### config.mk
export PLATFORM = sky130hd
export DESIGN_NAME = sfx_sequencer
export DESIGN_NICKNAME = d
export VERILOG_FILES = /design/src/rtl/sfx_sequencer.sv
export SDC_FILE = /design/constraint.sdc
export NUM_CORES = 1
export LEC_CHECK = 0
export CAP_MARGIN = 30
export CORE_ASPECT_RATIO = 0.6
export CORE_UTILIZATION = 35
export DETAILED_ROUTE_END_ITERATION = 10
export PLACE_DENSITY = 0.63
export SLEW_MARGIN = 20
export SYNTH_ARGS = -nofsm -noshare
export SYNTH_HDL_FRONTEND = slang
export SYNTH_SLANG_ARGS = --single-unit
export TNS_END_PERCENT = 100
### constraint.sdc
create_clock -name clk -period 1.9 [get_ports clk]
set_input_delay 0.38 -clock clk [delete_from_list [all_inputs] [get_ports clk]]
set_output_delay 0.38 -clock clk [all_outputs]
set_load 0.02 [all_outputs]
### src/rtl/sfx_sequencer.sv
// sfx_sequencer: turns Pong game events into a timed sequence of beat
// indices for the downstream tone lookup. Each input gets a rising-edge
// detector, and the events are arbitrated by priority. A running sequence
// can be pre-empted by an event of equal or higher priority. Every index is
// held for BEAT_DIV clock cycles.
module sfx_sequencer #(
    parameter int unsigned BEAT_DIV = 12_500_000,
    parameter int unsigned CNT_W    = 24
) (
    input  logic       clk,
    input  logic       rst_n,
    input  logic       paddle_hit,
    input  logic       border_hit,
    input  logic       win_evt,
    input  logic       mute,
    output logic [7:0] beat_num,
    output logic       busy,
    output logic       done
);

    typedef enum logic [0:0] {
        IDLE = 1'b0,
        PLAY = 1'b1
    } state_t;

    // Sequence table: start index, end index, priority
    localparam logic [7:0] PADDLE_START = 8'd1;
    localparam logic [7:0] PADDLE_END   = 8'd5;
    localparam logic [1:0] PADDLE_PRIO  = 2'd1;
    localparam logic [7:0] BORDER_START = 8'd6;
    localparam logic [7:0] BORDER_END   = 8'd7;
    localparam logic [1:0] BORDER_PRIO  = 2'd0;
    localparam logic [7:0] WIN_START    = 8'd8;
    localparam logic [7:0] WIN_END      = 8'd13;
    localparam logic [1:0] WIN_PRIO     = 2'd2;

    localparam logic [CNT_W-1:0] TIMER_LAST = CNT_W'(BEAT_DIV - 1);
    localparam logic [CNT_W-1:0] TIMER_ONE  = {{(CNT_W-1){1'b0}}, 1'b1};
    localparam logic [CNT_W-1:0] TIMER_ZERO = {CNT_W{1'b0}};

    state_t           state_r;
    logic [7:0]       cur_r;
    logic [7:0]       end_r;
    logic [1:0]       prio_r;
    logic [CNT_W-1:0] timer_r;
    logic             paddle_q_r;
    logic             border_q_r;
    logic             win_q_r;
    logic [7:0]       beat_num_r;
    logic             busy_r;
    logic             done_r;

    logic             paddle_ev_s;
    logic             border_ev_s;
    logic             win_ev_s;
    logic             ev_valid_s;
    logic [7:0]       ev_start_s;
    logic [7:0]       ev_end_s;
    logic [1:0]       ev_prio_s;
    logic             timer_last_s;

    state_t           state_nxt_s;
    logic [7:0]       cur_nxt_s;
    logic [7:0]       end_nxt_s;
    logic [1:0]       prio_nxt_s;
    logic [CNT_W-1:0] timer_nxt_s;
    logic             done_nxt_s;

    // The current input level against the previous sample gives a one-shot event
    assign paddle_ev_s  = paddle_hit & ~paddle_q_r;
    assign border_ev_s  = border_hit & ~border_q_r;
    assign win_ev_s     = win_evt    & ~win_q_r;
    assign timer_last_s = (timer_r == TIMER_LAST);

    // Arbitrate simultaneous events: the highest priority wins, the rest are dropped
    always_comb begin
        ev_valid_s = 1'b0;
        ev_start_s = 8'd0;
        ev_end_s   = 8'd0;
        ev_prio_s  = 2'd0;
        if (win_ev_s) begin
            ev_valid_s = 1'b1;
            ev_start_s = WIN_START;
            ev_end_s   = WIN_END;
            ev_prio_s  = WIN_PRIO;
        end else if (paddle_ev_s) begin
            ev_valid_s = 1'b1;
            ev_start_s = PADDLE_START;
            ev_end_s   = PADDLE_END;
            ev_prio_s  = PADDLE_PRIO;
        end else if (border_ev_s) begin
            ev_valid_s = 1'b1;
            ev_start_s = BORDER_START;
            ev_end_s   = BORDER_END;
            ev_prio_s  = BORDER_PRIO;
        end else begin
            ev_valid_s = 1'b0;
        end
    end

    // Next-state logic: start, restart, advance or finish the sequence
    always_comb begin
        state_nxt_s = state_r;
        cur_nxt_s   = cur_r;
        end_nxt_s   = end_r;
        prio_nxt_s  = prio_r;
        timer_nxt_s = timer_r;
        done_nxt_s  = 1'b0;
        case (state_r)
            IDLE: begin
                if (ev_valid_s) begin
                    state_nxt_s = PLAY;
                    cur_nxt_s   = ev_start_s;
                    end_nxt_s   = ev_end_s;
                    prio_nxt_s  = ev_prio_s;
                    timer_nxt_s = TIMER_ZERO;
                end else begin
                    cur_nxt_s   = 8'd0;
                    timer_nxt_s = TIMER_ZERO;
                end
            end
            PLAY: begin
                if (ev_valid_s && (ev_prio_s >= prio_r)) begin
                    // A restart takes precedence over a natural completion
                    cur_nxt_s   = ev_start_s;
                    end_nxt_s   = ev_end_s;
                    prio_nxt_s  = ev_prio_s;
                    timer_nxt_s = TIMER_ZERO;
                end else if (timer_last_s) begin
                    if (cur_r != end_r) begin
                        cur_nxt_s   = cur_r + 8'd1;
                        timer_nxt_s = TIMER_ZERO;
                    end else begin
                        state_nxt_s = IDLE;
                        cur_nxt_s   = 8'd0;
                        prio_nxt_s  = 2'd0;
                        timer_nxt_s = TIMER_ZERO;
                        done_nxt_s  = 1'b1;
                    end
                end else begin
                    timer_nxt_s = timer_r + TIMER_ONE;
                end
            end
            default: begin
                state_nxt_s = IDLE;
                cur_nxt_s   = 8'd0;
                end_nxt_s   = 8'd0;
                prio_nxt_s  = 2'd0;
                timer_nxt_s = TIMER_ZERO;
            end
        endcase
    end

    // FSM state, edge-detect samples and registered outputs
    always_ff @(posedge clk or negedge rst_n) begin
        if (!rst_n) begin
            state_r    <= IDLE;
            cur_r      <= 8'd0;
            end_r      <= 8'd0;
            prio_r     <= 2'd0;
            timer_r    <= TIMER_ZERO;
            paddle_q_r <= 1'b0;
            border_q_r <= 1'b0;
            win_q_r    <= 1'b0;
            beat_num_r <= 8'd0;
            busy_r     <= 1'b0;
            done_r     <= 1'b0;
        end else begin
            state_r    <= state_nxt_s;
            cur_r      <= cur_nxt_s;
            end_r      <= end_nxt_s;
            prio_r     <= prio_nxt_s;
            timer_r    <= timer_nxt_s;
            paddle_q_r <= paddle_hit;
            border_q_r <= border_hit;
            win_q_r    <= win_evt;
            beat_num_r <= mute ? 8'd0 : cur_nxt_s;
            busy_r     <= (state_nxt_s == PLAY);
            done_r     <= done_nxt_s;
        end
    end

    assign beat_num = beat_num_r;
    assign busy     = busy_r;
    assign done     = done_r;

endmodule
### Yosys cells after proc, flatten, opt, wreduce, memory -nomap -nowiden

Index checks and enable logic that the tools add are counted.

| word-level totals | value |
|---|---|
| output and inout port bits | 10 |
| logic and storage cells | 66 |
| bits in registers | 55 |
| input bits | 6 |

| operators by class | value |
|---|---|
| reductions and logical operators | 3 |
| bitwise logic cells | 7 |
| $add $sub $neg | 2 |
| $lt $le $gt $ge | 1 |
| equal/unequal tests | 6 |
| mux-type cells | 37 |

Operators with widths:

| cell | number |
|---|---|
| 2-to-1 mux 8 bit | 8 |
| 2-to-1 mux 24 bit | 2 |
| one-hot mux 24 bit (2 select lines) | 1 |
| one-hot mux 8 bit (2 select lines) | 2 |
| adder 24 x 1 -> 24 bit, second input constant | 1 |
| equality test 24 bit, second input constant | 1 |
| 2-to-1 mux 1 bit | 12 |
| 2-to-1 mux 3 bit | 4 |
| 2-to-1 mux 2 bit | 5 |
| adder 8 x 1 -> 8 bit, second input constant | 1 |
| inequality test 8 bit | 1 |
| 2-to-1 mux 4 bit | 1 |
| inverter 1 bit | 4 |
| one-hot mux 2 bit (2 select lines) | 1 |
| bitwise AND 1 bit | 3 |
| inequality test 3 x 1 -> 1 bit, second input constant | 1 |
| inequality test 3 bit, second input constant | 1 |
| AND reduction 3 bit | 1 |
| >= comparator 2 bit | 1 |
| inequality test 2 x 1 -> 1 bit, second input constant | 1 |
| inequality test 2 bit, second input constant | 1 |
| one-hot mux 1 bit (2 select lines) | 1 |
| AND reduction 2 bit | 1 |
| logical AND 1 bit | 1 |

### Depth between registers and ports, before layout

| depth | value |
|---|---|
| depth after elaboration | 9 |
| depth in mapped cells | 12 |
| depth with buffers taken out | 10 |

### Worst setup path before layout

Ideal clock, no wire load.

| timing path | value |
|---|---|
| kind | input -> register |
| start | input win_evt |
| end | register beat_num_r[2] (netlist: beat_num[2]) |
| slack | -0.248 ns |
| data required time | 1.836 ns |
| cell stages on the path | 10 |
| buffers on the path | 0 |
| setup time | 0.064 ns |
| arrival time | 2.084 ns |
| cell sequence | nand2b_1 inv_1 nor2_1 inv_1 ha_1 nand2b_1 a21oi_1 o21ai_1 nor4_1 o31a_2 |

| between the ends | value |
|---|---|
| word-level cells in the longest chain between the ends | 7 |
| elaborated cells between the ends (all ways) | 10 |
| those cells by class | 1 x order compare; 7 x mux; 1 x bitwise; 1 x reduce/logical |

Ends and longest elaborated chain:

| what | line | text |
|---|---|---|
| start, declared | 14 | `input logic win_evt,` |
| bitwise AND 1 bit (*) | 72 | `assign win_ev_s = win_evt & ~win_q_r;` |
| 2-to-1 mux 2 bit | 81 | `if (win_ev_s) begin` |
| >= comparator 2 bit | 123 | `if (ev_valid_s && (ev_prio_s >= prio_r)) begin` |
| logical AND 1 bit | 123 |  |
| 2-to-1 mux 8 bit | 123 |  |
| one-hot mux 8 bit (2 select lines) (*) | 109 | `case (state_r)` |
| 2-to-1 mux 8 bit (*) | 177 | `beat_num_r <= mute ? 8'd0 : cur_nxt_s;` |
| end signal, assigned | 177 |  |
| end, declared | 49 | `logic [7:0] beat_num_r;` |

Mark *: on every way between the ends. The rest lies on a longest branch, timed or not.
A chain may end at the register's enable or synchronous reset.

### Worst setup path in the final report

| timing path | value |
|---|---|
| start | register timer_r[0] |
| end | register cur_r[2] |

| between the ends | value |
|---|---|
| word-level cells in the longest chain between the ends | 4 |

Ends and longest elaborated chain:

| what | line | text |
|---|---|---|
| start, declared | 45 | `logic [CNT_W-1:0] timer_r;` |
| start signal, assigned | 173 | `timer_r <= timer_nxt_s;` |
| equality test 24 bit | 73 | `assign timer_last_s = (timer_r == TIMER_LAST);` |
| 2-to-1 mux 8 bit | 129 | `end else if (timer_last_s) begin` |
| 2-to-1 mux 8 bit | 123 |  |
| one-hot mux 8 bit (2 select lines) | 109 |  |
| via cur_nxt_s[2] | 63 | `logic [7:0] cur_nxt_s;` |
| end signal, assigned | 170 | `cur_r <= cur_nxt_s;` |
| end, declared | 42 | `logic [7:0] cur_r;` |

The timed path passes the listed nets, and every way through them passes these cells.

==> results_dict.tcl <==
set metrics [dict create \
    final_common_cell "buf_4" \
    antenna_left 0 \
    drive_above_1_share 0.4222 \
    antenna-diode-count 0 \
    synth_cell_types 43 \
    startpoint_type "register" \
    syn_nets 244 \
    clock.fmax_mhz 491.5 \
    synth.avg_cell_area_sq_um 10.21 \
    p_leak_nw 1.556 \
    internal-power_mw 2.074 \
    final.setup.tns_ns -1.174 \
    crit_chain "ha_2, and4_4, nand2_1, or3_4, buf_6, o211a_1, or3_1" \
    num_io_pins 16 \
    fin_crit_sh 1.071 \
    hold_buffers 0 \
    syn_to_final_growth_pct 55.39 \
    path_clk_slew_ns 0.07 \
    fp.dieH_um 66.01 \
    die-width_um 108.7 \
    placed_cells 378 \
    peakVddDrop_v 0.0005292 \
    numCtsBuffers 5 \
    syn_area_sq_um 2390 \
    seq_area_frac_synth 0.5236 \
    final_cell_count_no_fill 399 \
    startpoint "timer_r[0]$_DFF_PN0_" \
    vias_per_cell 5.028 \
    grt_antenna_before_repair 0 \
    power_frac_seq 0.412 \
    grt_pass1_wl_mm 9.439 \
    fin_hold_ws_ns 0.05832 \
    drtIter0Drc 111 \
    synth-seq-cells 50 \
    r2r_end "cur_r[2]$_DFF_PN0_" \
    synth_cells 234 \
    violations "setup timing" \
    async_flop_share 1.000 \
    timing.final.max_slew_violations 0 \
    worstPathRequired_ns 2.07 \
    hold_viol_final 0 \
    rsz0062_at_grt "true" \
    cts_tree "done" \
    rrSetupSlack_ns -0.13 \
    nets 324 \
    critPathArrivalTime_ns 2.20 \
    rr_worst_depth 7 \
    insertion_delay_ns 0.29 \
    period_needed_ns 2.035 \
    crit_type "register to register" \
    gp_congestion 0.8309 \
    dr_total_vias 2006 \
    initial_core_util 0.3758 \
    drc_errors 0 \
    port_buffers 15 \
    wl_mm 6.532 \
    grt_start_max_net_pins 51 \
    grt_usage 0.1743 \
    combPwrFrac 0.283 \
    dr.pass1.iters 4 \
    ys.flop_type "dfrtp_1" \
    hp-class "input pin to asynchronous set/reset pin" \
    worstPathMaxFanout 4 \
    fin_util 0.5840 \
    cp_slowest_cell "or3_4" \
    htreeDepth 2 \
    clockBufferDepth 2 \
    finClkSkew_ns 0.009523 \
    clockPowerShare 0.305 \
    cts.sinks 50 \
    wl_per_cell_um 16.37 \
    finalWorstSetupSlack_ns -0.1347 \
    worst_setup_path_end_kind "register" \
    p_sw_frac 0.3093 \
    synth_edf_count 0 \
    p_switching_mw 0.9286 \
    yosysWarnings 0 \
    slew_headroom 0.6928 \
    final_cell_mix "buf_4 (53), dfrtp_1 (50), nor2_4 (20)" \
    status "complete, but fails checks" \
    dpl.hpwl_mm 3.961 \
    max_stage_delay_ns 0.40 \
    root_buffer "clkbuf_16" \
    setup-violations-final 34 \
    cellPowerDensity_nw_per_um2 808.4 \
    power_mw 3.002 \
    core_area_sq_um 6359 \
    grt_pass1_vias 1870 \
    drv_cap 0 \
    rows 22 \
    worstReg2RegStart "timer_r[0]$_DFF_PN0_" \
    dieArea_sq_um 7173 \
    overflow 0 \
    worst_pin_slew_ns 0.4588 \
]
==> critical path: cells and delay by family, from the launching register on <==
kind / cells / cell delay (ns)
and+or+nand+nor: 4 / 1.01
DFF: 1 / 0.37
AOI/OAI and AO/OA: 1 / 0.21
adders and majority gates: 1 / 0.18
buffers and inverters: 1 / 0.14
==> final cells by class <==
type                            count  area [sq um]
Inverter                            8         32.53
Clock inverter                      2         12.51
Tap cell                           84         105.1
Multi-Input combinational cell    170          1446
Sequential cell                    50          1251
Fill cell                         505          2645
Clock buffer                        6         138.9
Timing Repair Buffer               79         726.9
==> cell usage after synthesis, types with 3 or more instances <==
cell      count  share of area
nand3_1      11          0.023
nor3_1        9          0.019
and4_1        4          0.015
nand2_1      18          0.028
xnor2_1      19          0.070
dfrtp_1      50           0.52
inv_1         8          0.013
nand2b_1      4          0.010
xor2_1        9          0.033
ha_1          4          0.021
nor4_1        6          0.016
and3_1        3         0.0079
buf_2         4         0.0084
nand4_1       6          0.016
a21oi_1       6          0.013
nor2_1       40          0.063
==> logic make-up (layout without fill, tap and decap cells) <==
family,count (synthesis),in the layout,synth area share
xor+xnor,28,28,0.1026
simple gates,113,113,0.2492
compound gates,25,25,0.07226
flops,50,50,0.5236
fa+ha+maj,4,4,0.02094
buf+inv,14,95,0.03141
==> through the flow <==
| step | worst slack (ns) | area [sq um] |
|---|---|---|
| floorplan | -0.1296 | 2445 |
| global placement | -0.5865 | 3043 |
| detailed placement | -0.6678 | 3043 |
| CTS | -0.1172 | 3363 |
| global route | -0.1969 | 3714 |
| finish | -0.1347 | 3714 |
==> worst max-delay path by stage <==
stage,slack [ns],cells after the start,to
2_1_floorplan,-0.13,8,cur_r[2]$_DFF_PN0_
5_1_grt,-0.20,6,cur_r[2]$_DFF_PN0_
4_1_cts,-0.12,6,cur_r[2]$_DFF_PN0_
6_report,-0.13,7,cur_r[2]$_DFF_PN0_
3_5_place_dp,-0.67,11,prio_r[0]$_DFFE_PN0P_
3_3_place_gp,-0.59,11,beat_num[0]$_DFF_PN0_
==> repair_timing <==
action / 4_1_cts / 5_1_grt
gates resized for setup: 28 / 57
pin swaps: 13 / 33
cloned: 0 / 3
endpoints found under the setup margin: 46 / 45
buffers inserted: 5 / 5
==> flip-flops by register name, indices dropped and copies added, names as in the netlist <==
| name | cells |
|---|---|
| end_r | 3 |
| beat_num | 8 |
| timer_r | 24 |
| paddle_q_r | 1 |
| border_q_r | 1 |
| done | 1 |
| prio_r | 2 |
| cur_r | 8 |
| busy | 1 |
| win_q_r | 1 |
==> power groups by stage <==
stage | sequential [mW] | clock (mW) | combinational [mW]
2_1_floorplan | 1.25 | 0 | 0.278
3_3_place_gp | 1.24 | 0 | 0.519
3_5_place_dp | 1.24 | 0 | 0.526
4_1_cts | 1.22 | 0.919 | 0.586
5_1_grt | 1.24 | 0.970 | 0.911
6_report | 1.24 | 0.915 | 0.851
==> layer usage <==
metal | global-route usage | up-vias | wire [um]
li1 | - | 969 | -
met1 | 0.2685 | 979 | 3231
met2 | 0.2373 | 54 | 2908
met3 | 0.04335 | 4 | 346
met4 | 0.04561 | 0 | 44
met5 | 0 | - | 0
No activity file was read; power rests on OpenSTA's default activity.
